**config.mk**
```make
export PLATFORM = sky130hd
export DESIGN_NAME = packet_injector
export DESIGN_NICKNAME = d
export VERILOG_FILES = /design/src/rtl/packet_injector_pkg.sv /design/src/rtl/packet_injector_lfsr9.sv /design/src/rtl/packet_injector.sv
export SDC_FILE = /design/constraint.sdc
export NUM_CORES = 1
export LEC_CHECK = 0
export ABC_AREA = 1
export BUFFER_PORTS_ARGS = -buffer_cell sky130_fd_sc_hd__buf_4
export CAP_MARGIN = 30
export CORE_MARGIN = 5
export CORE_UTILIZATION = 40
export DETAILED_ROUTE_END_ITERATION = 6
export GPL_ROUTABILITY_DRIVEN = 0
export GPL_TIMING_DRIVEN = 1
export RECOVER_POWER = 25
export SLEW_MARGIN = 30
export SYNTH_ARGS = -nofsm -noshare
export SYNTH_HDL_FRONTEND = slang
export SYNTH_HIERARCHICAL = 1
export SYNTH_SLANG_ARGS = --single-unit
export TNS_END_PERCENT = 30
```
**constraint.sdc**
```tcl
create_clock -name clk -period 3.6 [get_ports clk]
set_clock_uncertainty 0.1 [all_clocks]
set_input_delay 0.72 -clock clk [delete_from_list [all_inputs] [get_ports clk]]
set_output_delay 0.72 -clock clk [all_outputs]
set_load 0.03 [all_outputs]
```
**src/rtl/packet_injector_pkg.sv**
```systemverilog
// Shared constants for the packet injector: packet field layout and FSM
// state encodings, imported by the injector top and its LFSR.
package packet_injector_pkg;

    localparam int PACKETWIDTH = 26;

    localparam int PID_MSB  = 24;
    localparam int PID_LSB  = 15;
    localparam int NID_MSB  = 14;
    localparam int NID_LSB  = 9;
    localparam int DATA_MSB = 8;

    localparam int PID_W  = PID_MSB - PID_LSB + 1;
    localparam int NID_W  = NID_MSB - NID_LSB + 1;
    localparam int DATA_W = DATA_MSB + 1;

    localparam logic [1:0] IDLE = 2'd0;
    localparam logic [1:0] REQ  = 2'd1;
    localparam logic [1:0] GAP  = 2'd2;

endpackage

```
**src/rtl/packet_injector_lfsr9.sv**
```systemverilog
// 9-bit Fibonacci LFSR (taps 9 and 5) producing packet payloads.
// Ports: clk, reset (async active-low), advance (step once), value (state).
module lfsr9
    import packet_injector_pkg::*;
#(
    parameter logic [DATA_W-1:0] SEED = 9'h1A5
) (
    input  logic              clk,
    input  logic              reset,
    input  logic              advance,
    output logic [DATA_W-1:0] value
);

    // Tap 9 is value[8], tap 5 is value[4]; feedback shifts in at the LSB.
    always_ff @(posedge clk or negedge reset) begin
        if (!reset) begin
            value <= SEED;
        end else if (advance) begin
            value <= {value[DATA_W-2:0], value[8] ^ value[4]};
        end
    end

endmodule

```
**src/rtl/packet_injector.sv**
```systemverilog
// Traffic source for a router local port: builds packets, requests the
// router, waits for grant, then idles InjGap cycles before the next one.
// Ports: clk, reset (async active-low), Enable, DestID, InjGap, PktLimit,
// DnStrFull, GntDnStr in; PacketOut, ReqDnStr, PktCount, Done out.
module packet_injector
    import packet_injector_pkg::*;
#(
    parameter routerID                 = 6'b001_001,
    parameter int packetwidth          = PACKETWIDTH,
    parameter logic [DATA_W-1:0] LFSR_SEED = 9'h1A5
) (
    input  logic                   clk,
    input  logic                   reset,
    input  logic                   Enable,
    input  logic [NID_W-1:0]       DestID,
    input  logic [7:0]             InjGap,
    input  logic [9:0]             PktLimit,
    input  logic                   DnStrFull,
    input  logic                   GntDnStr,
    output logic [packetwidth-1:0] PacketOut,
    output logic                   ReqDnStr,
    output logic [9:0]             PktCount,
    output logic                   Done
);

    localparam int unsigned ROUTER_ID = routerID;

    // Catch unusable parameter overrides at elaboration.
    if (packetwidth < PACKETWIDTH || ROUTER_ID > 63 ||
        LFSR_SEED == '0) begin : g_param_check
        $error("packet_injector: illegal parameter override");
    end

    logic [1:0]             state;
    logic [7:0]             gap_cnt;
    logic [PID_W-1:0]       pkt_id;
    logic [DATA_W-1:0]      payload;
    logic                   grant;
    logic                   launch;
    logic [9:0]             count_next;
    logic [packetwidth-1:0] pkt_next;

    // Grants are only meaningful while a request is outstanding.
    assign grant      = (state == REQ) && GntDnStr;
    assign launch     = Enable && !DnStrFull && !Done;
    assign count_next = PktCount + 10'd1;

    always_comb begin
        pkt_next                   = '0;
        pkt_next[PID_MSB:PID_LSB]  = pkt_id;
        pkt_next[NID_MSB:NID_LSB]  = DestID;
        pkt_next[DATA_MSB:0]       = payload;
    end

    lfsr9 #(
        .SEED(LFSR_SEED)
    ) u_lfsr (
        .clk    (clk),
        .reset  (reset),
        .advance(grant),
        .value  (payload)
    );

    always_ff @(posedge clk or negedge reset) begin
        if (!reset) begin
            state     <= IDLE;
            ReqDnStr  <= 1'b0;
            PacketOut <= '0;
            pkt_id    <= '0;
            PktCount  <= '0;
            Done      <= 1'b0;
            gap_cnt   <= '0;
        end else begin
            unique case (state)
                IDLE: begin
                    if (launch) begin
                        state     <= REQ;
                        ReqDnStr  <= 1'b1;
                        PacketOut <= pkt_next;
                    end
                end
                REQ: begin
                    if (GntDnStr) begin
                        ReqDnStr <= 1'b0;
                        pkt_id   <= pkt_id + 1'b1;
                        PktCount <= count_next;
                        if (PktLimit != '0 && count_next == PktLimit) begin
                            Done <= 1'b1;
                        end
                        if (InjGap == '0) begin
                            state <= IDLE;
                        end else begin
                            state   <= GAP;
                            gap_cnt <= InjGap;
                        end
                    end
                end
                GAP: begin
                    // Leave on the cycle the counter reaches zero.
                    gap_cnt <= gap_cnt - 8'd1;
                    if (gap_cnt == 8'd1) begin
                        state <= IDLE;
                    end
                end
                default: begin
                    state <= IDLE;
                end
            endcase
        end
    end

endmodule

```
==> summary.md, run 1 <==
| Metric | Value |
|---|---|
| Port-buffer cells | `65` |
| Compound-Gate Fraction of Synth Area | `13.0%` |
| Vias per Instance | `between 4 and 5` |
| Setup crit start kind | `primary input` |
| Drt total wl | `7.23 mm` |
| Slowest stage delay, CP | `1140 ps` |
| Post-synth EDFFs | `0` |
| Routing usage on met2 | `about a quarter` |
| Number of antenna violations at the first check in global routing | `0` |
| Cts repair resizes | `0` |
| Via count of the first global-routing pass | `2533` |
| GR Layer Usage met1 | `between 10% and 20%` |
| Starting DRC count in detailed routing | `108` |
| Chip width | `102 um` |
| Die footprint | `10300 sq um` |
| Post-synthesis sequential area ratio | `49.3%` |
| Number of distinct library cells after synthesis | `32` |
| Cell taking the most area after synthesis | `dfrtp_1` |
| Status | `finished, violations left` |
| # setup viols final | `0` |
| CP required | `3650 ps` |
| Worst skew pair latency | `between 300 and 400 ps` |
| Total CTS buffers | `9` |
| Area delta synth->final | `21.3%` |
| CTS H-tree depth | `3` |
| Filler instances | `approximately 800` |
| Area contributors post-synth | `dfrtp_1 45%, nand2_1 13%, inv_1 6.9%, o21ai_2 6.5%, dfstp_2 3.9%` |
| Mean Syn Cell Area | `8.35 sq um` |
| CP top delay family | `buffers and inverters` |
| Largest net degree at the start of global routing | `67` |
| M3 GR Usage | `~2.6%` |
| Final-report hold violation count | `0` |
| Rows | `33` |
| Pwr dens | `roughly 450 nW/um^2` |
| Chip height | `102 um` |
| Pre-CTS setup slack | `1470 ps` |
| Top cell type's share of synthesized area | `45.4%` |
| Remaining antenna violation count | `0` |
| WS Path Type | `primary input to async pin` |
| CP Depth | `1` |
| Layout cell share with drive strength beyond 1 | `26.2%` |
| DP HPWL | `around 5.2 mm` |
| Syn Nets | `436` |
| Multi-input logic area | `1360 sq um` |
| Violated checks | `max-capacitance violations, max-slew violations` |
| Total global-route track usage | `14.3%` |
| Mapped cell area | `3370 sq um` |
| Mux share of post-synthesis cell area | `0%` |
| Final period util | `between 50% and 60%` |
| Final min period | `1840 ps` |
| Clock Pin Slew Worst Setup and Hold Paths | `~80 ps` |
| Hold-fix buffers at CTS | `0` |
| Crit-path max FO | `66` |
| Nets | `502` |
| Post-CTS setup buffers | `0` |
| DRC | `0` |
| Clock Tree Root | `clkbuf_8` |
| DR pass1 iterations | `4` |
| Xor-xnor portion of the synthesized cell area | `2.60%` |
| RSZ-0062 raised after global routing | `no` |
| GRT overflow | `0` |
| Reg area | `1660 sq um` |
| Hold crit path type | `flop to flop` |
| Synth Area in Simple Gates | `23.2%` |
| CTS sink cnt | `66` |
| Worst-case reg-to-reg path depth | `9` |
| Yosys reg bits | `66` |
| Ys Warns | `6` |
| Drt wl/cell | `12.5 um` |
| Ys async rst share | `100%` |
| Worst Setup End Kind | `async pin` |
| Maximum root-to-sink buffer count | `2` |
| Cell Chain, Critical Path | `clkbuf_2` |
| Tot Pwr | `0.00185 W` |
| Max stage delay cell, worst path | `clkbuf_2` |
| Peak supply drop | `0.235 mV` |
| Final Max Tran Viols | `between 60 and 70` |
| Max-cap violations | `1` |
| CP bufs+invs | `1` |
| CTS tree | `built` |
| Post-synthesis cell count | `403` |
| Hold Path Depth | `1` |
| Synth Area in Adders | `1.49%` |
| Inserted Diodes | `0` |
| Slew @ Worst Pin | `1610 ps` |
| Final hold slack | `371 ps` |
| Max Freq | `0.542 GHz` |
| Vias | `2731` |
| GRT Max-Usage Layer | `met2` |
| Slew headroom | `-7.28%` |
| Initial Util | `41.0%` |
| Ys flop type | `dfrtp_1` |
| Core Region | `~8200 sq um` |
| CP arrival | `1900 ps` |
| Global-route wire length before repair | `11.7 mm` |
| Largest family of logic cells by synthesized area | `simple AND/OR/NAND/NOR gates` |
| Boundary Pins | `67` |
| Final worst slack | `approximately 1800 ps` |
| Leakage | `~2.2 nW` |
| Fin util | `49.7%` |
| Setup TNS | `0 ps` |
cell usage in the layout (no fill, tap or decap), types with 4 or more instances in the layout:
cell        n
a21oi_1     4
buf_4      65
clkbuf_8    9
clkinv_4    4
dfrtp_1    61
dfstp_2     5
ha_1        4
inv_1      62
nand2_1   119
nand3_1    18
nand4_1     5
nor2_1     22
nor2_2      4
o21ai_0    21
o21ai_1     7
o21ai_2    25
xor2_1      9
metrics by stage:
stage,area [sq um],cells
after detailed placement,3880,563
after CTS,4090,579
after global placement,3880,563
after global routing,4080,579
final,4080,579
after floorplan,3370,403
registers in the layout, summed over array words and instances, names as in the netlist:
name and count:
PacketOut 25, PktCount 10, pkt_id 10, u_lfsr/value 9
gap_cnt 8, state 2, Done 1, ReqDnStr 1
routing by layer:
| layer | vias up | wire (um) |
|---|---|---|
| met2 | 59 | 3420 |
| met1 | 1260 | 3330 |
| met4 | 0 | 117 |
| met3 | 7 | 359 |
| li1 | 1405 | - |
| met5 | - | 0 |
cell type report:
class / instances / share of cell area (%)
repair buffers: 66 / 12.1
inverters: 64 / 5.88
clock inverters: 7 / 1.93
multi-input cells: 262 / 33.3
flip-flops and latches: 66 / 40.6
clock buffers: 9 / 3.03
well taps: 105 / 3.22
cell usage after synthesis, types with 2 or more instances:
library cell / number
o211ai_1: 2
o21bai_1: 2
nand3_1: 18
nand2_1: 119
xor2_1: 9
nor4_1: 2
a21oi_1: 4
nand3b_1: 3
buf_6: 8
a31oi_1: 3
ha_1: 4
dfrtp_1: 61
inv_1: 62
nor2_1: 22
o21ai_0: 21
o21ai_2: 25
nand2_2: 2
nand4_1: 5
nor2_2: 4
nor3_1: 3
buf_4: 2
inv_2: 2
o21ai_1: 7
dfstp_2: 5
final timing paths:
| kind | from | endpoint | slack, ps |
|---|---|---|---|
| setup / recovery | reset | u_lfsr/value[1] | 1760 |
| hold / removal | pkt_id[8] | pkt_id[8] | 370 |
| setup reg to reg | state[1] | pkt_id[8] | 1790 |
| hold reg to reg | pkt_id[8] | pkt_id[8] | 370 |
| max in group clk | PktCount[0] | PktCount[0] | 1780 |
| min in group asynchronous | reset | gap_cnt[0] | 680 |
kinds of logic (layout without fill, tap and decap cells):
| group | count (synthesis) | in the layout |
|---|---|---|
| AOI/OAI and AO/OA | 65 | 65 |
| xor gates and xnor gates | 10 | 10 |
| adders and majority gates | 4 | 4 |
| buffers and inverters | 75 | 146 |
| DFF | 66 | 66 |
| other | 1 | 1 |
| and+or+nand+nor | 182 | 182 |
report_power, final:
| group | internal, W | switching (W) |
|---|---|---|
| combinational | 0.000124 | 0.000232 |
| sequential | 0.000804 | 0.0000492 |
| clock | 0.000326 | 0.000314 |
| total | 0.00125 | 0.000595 |
Power figures use the tool's default switching activity.
==> inputs of run 2 (changes only) <==
Clock period 3.6 ns to 1.64 ns, I/O delays scaled along.
==> run 2 against run 1 <==
Against the previous run: the flow now finishes without violations; count of clock-buffer cells in the layout up 1; worst setup slack lost 1700 ps; register-to-register slack worse by 1700 ps; global-route usage is 0.50 points higher.
==> summary.md, run 2 (synthesized netlist as in run 1, its figures left out) <==
| Metric | Value |
|---|---|
| Reg area | `1660 sq um (about the same)` |
| Leakage | `2.30 nW (was 2.17 nW)` |
| Global-route wire length before repair | `12.0 mm (was 11.7 mm)` |
| Final-report hold violation count | `0 (unchanged)` |
| Final Max Tran Viols | `0 (was 67)` |
| Total global-route track usage | `14.8% (was 14.3%)` |
| Pwr dens | `978 nW/um^2 (was 453 nW/um^2)` |
| Worst-case reg-to-reg path depth | `6 (was 9)` |
| Max Freq | `0.626 GHz` |
| CTS H-tree depth | `3 (unchanged)` |
| Drt total wl | `7.28 mm (was 7.23 mm)` |
| CTS tree | `built (unchanged)` |
| Nets | `521 (was 502)` |
| Worst skew pair latency | `340 ps (about the same)` |
| GRT overflow | `0 (unchanged)` |
| Hold crit path type | `primary input to flop (was flop to flop)` |
| Boundary Pins | `67 (unchanged)` |
| Chip height | `102 um (unchanged)` |
| Worst Setup End Kind | `flop (was async pin)` |
| CP dominant cell by count | `nand2_1` |
| Multi-input logic area | `1430 sq um (was 1360 sq um)` |
| Remaining antenna violation count | `0 (unchanged)` |
| Max-cap violations | `0 (was 1)` |
| Most common cell after layout, fill and taps aside | `nand2_1 (unchanged)` |
| Setup crit start kind | `flop (was primary input)` |
| Slew @ Worst Pin | `732 ps (was 1610 ps)` |
| Fin util | `52.9% (was 49.7%)` |
| Slew headroom | `51.2% (was -7.28%)` |
| Inserted Diodes | `0 (unchanged)` |
| Most frequent cells in the layout | `117 x nand2_1, 77 x buf_4, 61 x inv_1 (was 119 x nand2_1, 65 x buf_4, 62 x inv_1)` |
| Largest net degree at the start of global routing | `53 (was 67)` |
| CP arrival | `1730 ps (was 1900 ps)` |
| Final min period | `roughly 1600 ps` |
| DR pass1 iterations | `4 (unchanged)` |
| Drt wl/cell | `12.2 um (was 12.5 um)` |
| Core Region | `8220 sq um (unchanged)` |
| Slowest stage delay, CP | `430 ps (was 1140 ps)` |
| Hold Path Depth | `2 (was 1)` |
| Critical R2R Capture | `PacketOut[8] (was pkt_id[8])` |
| Cell Chain, Critical Path | `inv_1 -> nand2_1 -> or4_4 -> buf_12 -> nand2_1 -> o21ai_2 (was clkbuf_2)` |
| Vias per Instance | `4.67 (was 4.72)` |
| Pre-CTS setup slack | `37.4 ps (was 1470 ps)` |
| Layout cell share with drive strength beyond 1 | `31.6% (was 26.2%)` |
| Tot Pwr | `0.00425 W (was 0.00185 W)` |
| Initial Util | `41.0% (unchanged)` |
| Total CTS buffers | `9 (unchanged)` |
| Clock Pin Slew Worst Setup and Hold Paths | `80 ps (about the same)` |
| CP required | `1770 ps (was 3650 ps)` |
| Max stage delay cell, worst path | `or4_4 (was clkbuf_2)` |
| Filler instances | `778 (was 804)` |
| Largest register FFs | `25 (unchanged)` |
| Chip width | `102 um (unchanged)` |
| Status | `complete, no violations (was finished, violations left)` |
| Crit-path max FO | `52 (was 66)` |
| Area delta synth->final | `29.1% (was 21.3%)` |
| Worst flop-to-flop path startpoint | `Done (was state[1])` |
| Final period util | `a little over nine tenths` |
| Die footprint | `10300 sq um (unchanged)` |
| Largest Register | `PacketOut (unchanged)` |
| DRC | `0 (unchanged)` |
| Maximum root-to-sink buffer count | `2 (unchanged)` |
| Peak supply drop | `0.689 mV (was 0.235 mV)` |
| Rows | `33 (unchanged)` |
| CTS sink cnt | `66 (unchanged)` |
| Port-buffer cells | `65 (unchanged)` |
| Beginning of the worst hold path | `GntDnStr (was pkt_id[8])` |
| Worst Hold End | `state[0] (was pkt_id[8])` |
| DP HPWL | `5.31 mm (was 5.22 mm)` |
| Non-Filler Instances | `598 (was 579)` |
| RSZ-0062 raised after global routing | `yes (was no)` |
| Starting DRC count in detailed routing | `103 (was 108)` |
| Via count of the first global-routing pass | `2562 (was 2533)` |
| WS Path Type | `flop to flop (was primary input to async pin)` |
| R2r setup slk | `40 ps (was 1790 ps)` |
| # setup viols final | `0 (unchanged)` |
| Clock Tree Root | `clkbuf_8 (unchanged)` |
| Final worst slack | `42.3 ps (was 1760 ps)` |
| Number of antenna violations at the first check in global routing | `0 (unchanged)` |
| Post-Place Cells | `578 (was 563)` |
| Largest registers | `PacketOut x25, PktCount x10, pkt_id x10 (unchanged)` |
| Vias | `2792 (was 2731)` |
| Final hold slack | `87.5 ps (was 371 ps)` |
[run 2: changes by cell type in the layout (fill, tap and decap cells not counted), moves of 3 or more]
cell | previous run | this run
dfrtp_1 | 61 | 58
buf_4 | 65 | 77
nor2_4 | 1 | 4
nor2_1 | 22 | 17
buf_6 | 0 | 3
dfrtp_2 | 0 | 3
[run 2: critical path, delay by kind of cell (launching register included)]
| kind | cells | cell delay (ps) |
|---|---|---|
| AO/OA/AOI/OAI | 1 | 50 |
| flip-flops | 1 | 400 |
| buffers and inverters | 2 | 300 |
| AND/OR/NAND/NOR | 3 | 610 |
[run 2: area by class of cell]
class | instances | area share, %
multi-input combinational | 262 | 32.9
sequential | 66 | 38.2
clock inverter | 6 | 2.07
tap | 105 | 3.02
inverter | 64 | 5.53
clock buffer | 10 | 3.17
timing repair buffer | 85 | 15.1
[run 2: worst max-delay path by stage]
| stage | slack (ps) | cells past startpoint | endpoint | from |
|---|---|---|---|---|
| final | 40 | 6 | PacketOut[8] | Done |
| after global routing | -30 | 10 | Done | PktCount[3] |
| after CTS | 50 | 6 | PacketOut[8] | Done |
| after detailed placement | 40 | 7 | gap_cnt[6] | InjGap[2] |
| after global placement | 40 | 7 | gap_cnt[1] | InjGap[2] |
| after floorplan | -0.2 | 7 | PacketOut[21] | Done |
[run 2: power by group]
part           switching, W  internal, W
registers          0.000101      0.00177
clock network      0.000653     0.000900
logic              0.000524     0.000306
total               0.00128      0.00297
[run 2: stage by stage]
stage	setup TNS [ps]	area, sq um
floorplan	-0.209	3370
global placement	0	4010
detailed placement	0	4010
CTS	0	4250
global route	-88.7	4350
finish	0	4350
[run 2: metal layers]
metal	wire length [um]	part of all wire (%)	GRT usage (%)
met1	3360	46	20.3
met2	3420	47	22.6
met3	371	5.1	2.96
met4	125	1.7	7.06
met5	0	0	0
[run 2: repair_timing]
action / CTS / global route
hold buffers: 1 / 0
gates resized for setup: 0 / 23
endpoints found under the hold margin: 21 / 0
endpoints found under the setup margin: 0 / 9
buffers inserted: 0 / 3
==> inputs of run 3 (changes only) <==
Settings changed: SYNTH_HIERARCHICAL 1 to not set.
Clock period 1.64 ns to 1.3 ns, I/O delays scaled along.
==> run 3 against run 2 <==
Against the previous run: the flow now finishes with violations (negative setup slack); register-to-register slack worse by 360 ps; via count is 4.9% higher; area after synthesis is 1.1% lower; non-clock buffer count is 38 higher; sequential cell count stayed put; critical path depth is 2 lower; first-iteration DRC count is 36% lower; combinational power is 65% higher; cell count is 4.7% higher; sequential share of layout area is 6.0 points lower; core utilization is 10 points higher; largest power group unchanged; clock power is 23% higher.
==> summary.md, run 3 <==
| Metric | Value |
|---|---|
| Non-Filler Instances | `626 (was 598)` |
| WS Path Type | `flop to flop (unchanged)` |
| Die footprint | `10200 sq um (was 10300 sq um)` |
| CP required | `1430 ps (was 1770 ps)` |
| DRC | `0 (unchanged)` |
| Most common cell after layout, fill and taps aside | `buf_4 (was nand2_1)` |
| Largest net degree at the start of global routing | `34 (was 53)` |
| Port-buffer cells | `65 (unchanged)` |
| Area contributors post-synth | `dfrtp_1 46%, nand2_1 12%, inv_1 6.7%, o21ai_2 6.6%, o21ai_0 4.4% (was dfrtp_1 45%, nand2_1 13%, inv_1 6.9%, o21ai_2 6.5%, dfstp_2 3.9%)` |
| Cell taking the most area after synthesis | `dfrtp_1 (unchanged)` |
| Inserted Diodes | `0 (unchanged)` |
| Mux share of post-synthesis cell area | `0% (unchanged)` |
| Synth Area in Adders | `1.50% (was 1.49%)` |
| Rows | `33 (unchanged)` |
| Leakage | `2.56 nW (was 2.30 nW)` |
| Setup crit start kind | `flop (unchanged)` |
| Status | `finished, violations left (was complete, no violations)` |
| Drt total wl | `8.09 mm (was 7.28 mm)` |
| Number of antenna violations at the first check in global routing | `0 (unchanged)` |
| Final-report hold violation count | `0 (unchanged)` |
| Worst skew pair latency | `330 ps (was 340 ps)` |
| Post-synthesis sequential area ratio | `49.8% (was 49.3%)` |
| Ys flop type | `dfrtp_1 (unchanged)` |
| RSZ-0062 raised after global routing | `yes (unchanged)` |
| Final period util | `124% (was 97.4%)` |
| Post-Place Cells | `601 (was 578)` |
| Final min period | `1610 ps (was 1600 ps)` |
| Filler instances | `693 (was 778)` |
| Slowest stage delay, CP | `680 ps (was 430 ps)` |
| Design Area, Final | `5170 sq um (was 4350 sq um)` |
| Hold Path Depth | `2 (unchanged)` |
| Post-synthesis cell count | `394 (was 403)` |
| Total CTS buffers | `9 (unchanged)` |
| DR pass1 iterations | `4 (unchanged)` |
| Boundary Pins | `67 (unchanged)` |
| Global-route wire length before repair | `12.9 mm (was 12.0 mm)` |
| Hold crit path type | `primary input to flop (unchanged)` |
| Area delta synth->final | `55.2% (was 29.1%)` |
| Largest family of logic cells by synthesized area | `simple AND/OR/NAND/NOR gates (unchanged)` |
| Via count of the first global-routing pass | `2865 (was 2562)` |
| Worst Setup End Kind | `flop (unchanged)` |
| Final worst slack | `-314 ps (was 42.3 ps)` |
| Synth cell count leaders | `106 x nand2_1, 61 x dfrtp_1, 59 x inv_1 (was 119 x nand2_1, 62 x inv_1, 61 x dfrtp_1)` |
| Violated checks | `negative setup slack` |
| Syn Nets | `427 (was 436)` |
| Max stage delay cell, worst path | `or4_4 (unchanged)` |
| Nets | `549 (was 521)` |
| Chip height | `101 um (was 102 um)` |
| Final hold slack | `42.9 ps (was 87.5 ps)` |
| CP arrival | `1740 ps (was 1730 ps)` |
| Clock Pin Slew Worst Setup and Hold Paths | `70 ps (was 80 ps)` |
| Clock Tree Root | `clkbuf_8 (unchanged)` |
| Maximum root-to-sink buffer count | `2 (unchanged)` |
| Drt wl/cell | `12.9 um (was 12.2 um)` |
| Final Max Tran Viols | `0 (unchanged)` |
| Synth Area in Simple Gates | `22.6% (was 23.2%)` |
| Cell Chain, Critical Path | `or4_4 -> clkbuf_16 -> nand2_4 -> o21ai_2 (was inv_1 -> nand2_1 -> or4_4 -> buf_12 -> nand2_1 -> o21ai_2)` |
| Most common cell in the netlist | `nand2_1 (unchanged)` |
| Ys async rst share | `100% (unchanged)` |
| R2r setup slk | `-310 ps (was 40 ps)` |
| DP HPWL | `5.68 mm (was 5.31 mm)` |
| Remaining antenna violation count | `0 (unchanged)` |
| Number of distinct library cells after synthesis | `32 (unchanged)` |
| CTS tree | `built (unchanged)` |
| Post-synth EDFFs | `0 (unchanged)` |
| Mapped cell area | `3330 sq um (was 3370 sq um)` |
| Total global-route track usage | `15.7% (was 14.8%)` |
| Peak supply drop | `0.719 mV (was 0.689 mV)` |
| GRT overflow | `0 (unchanged)` |
| Pwr dens | `1090 nW/um^2 (was 978 nW/um^2)` |
| Layout cell share with drive strength beyond 1 | `48.6% (was 31.6%)` |
| CTS sink cnt | `66 (unchanged)` |
| # setup viols final | `60 (was 0)` |
| Yosys reg bits | `66 (unchanged)` |
| Core Region | `8180 sq um (was 8220 sq um)` |
| Crit-path max FO | `7 (was 52)` |
| Largest registers | `PacketOut x25, PktCount x10, pkt_id x10 (unchanged)` |
| Xor-xnor portion of the synthesized cell area | `2.63% (was 2.60%)` |
| CTS H-tree depth | `3 (unchanged)` |
| Pre-CTS setup slack | `-407 ps (was 37.4 ps)` |
| Max Freq | `0.620 GHz (was 0.626 GHz)` |
| Ys Warns | `0 (was 6)` |
| Vias | `2930 (was 2792)` |
| Largest Register | `PacketOut (unchanged)` |
| Largest register FFs | `25 (unchanged)` |
| Worst-case reg-to-reg path depth | `4 (was 6)` |
| Mean Syn Cell Area | `8.45 sq um (was 8.35 sq um)` |
| Starting DRC count in detailed routing | `66 (was 103)` |
| Most frequent cells in the layout | `65 x buf_4, 62 x nand2_1, 55 x dfrtp_1 (was 117 x nand2_1, 77 x buf_4, 61 x inv_1)` |
| Compound-Gate Fraction of Synth Area | `13.7% (was 13.0%)` |
| Max-cap violations | `0 (unchanged)` |
| Placed cell areas | `4280 sq um (was 4010 sq um)` |
| Chip width | `101 um (was 102 um)` |
| Initial Util | `40.7% (was 41.0%)` |
| Vias per Instance | `4.68 (was 4.67)` |
| Top cell type's share of synthesized area | `45.8% (was 45.4%)` |
==> run 3: where the power goes <==
part           internal (W)  total (W)  switching, W  leakage [nW]
registers           0.00222    0.00235      0.000126         0.818
clock network       0.00113    0.00191      0.000780         0.113
logic              0.000640    0.00137      0.000729          1.63
==> run 3: worst paths after layout <==
kind,start,to
max,state[1],PacketOut[10]
min,GntDnStr,state[0]
max reg2reg,state[1],PacketOut[10]
min reg2reg,pkt_id[9],pkt_id[9]
max in group asynchronous,reset,PacketOut[16]
min in group asynchronous,reset,PacketOut[4]
==> run 3: what timing repair did <==
action	4_1_cts	5_1_grt
endpoints found under the setup margin	76	90
hold buffers	1	0
hold endpoints to repair	49	0
gates resized for setup	57	109
cloned	0	4
setup buffers	0	4
pin swaps	6	16
==> run 3: metal layers <==
layer	GRT usage, %	vias to the layer above	part of all wire (%)
li1	-	1499	-
met1	20.5	1366	44
met2	25.6	58	49
met3	4.89	7	5.3
met4	3.99	0	0.73
met5	0	-	0
==> run 3: critical path, delay by kind of cell (launching register included) <==
kind	cells	cell delay (ps)
and+or+nand+nor	2	740
AOI/OAI and AO/OA	1	40
buffers and inverters	1	230
DFF	1	400
==> run 3: cell type report <==
type                            count  area (sq um)  share of cell area [%]
Clock buffer                       11           141                    2.74
Clock inverter                      5          78.8                    1.53
Inverter                           59           224                    4.33
Multi-Input combinational cell    257          1720                    33.2
Sequential cell                    66          1670                    32.2
Tap cell                          105           131                    2.54
Timing Repair Buffer              123          1210                    23.4
==> run 3: stage by stage <==
step           utilization, %  TNS (ps)  total power [W]
2_1_floorplan               -     -8590          0.00299
3_3_place_gp             52.3    -14720          0.00353
3_5_place_dp             52.3    -16590          0.00355
4_1_cts                  57.3     -8910          0.00555
5_1_grt                  63.2    -16160          0.00598
6_report                 63.2    -11010          0.00563
==> run 3: cells by family (layout without fill, tap and decap cells) <==
family,Yosys count,in the layout
AND/OR/NAND/NOR,174,174
buffers and inverters,71,198
AO/OA/AOI/OAI,68,68
flip-flops,66,66
XOR/XNOR,10,10
adder cells (fa/ha/maj),4,4
other,1,1
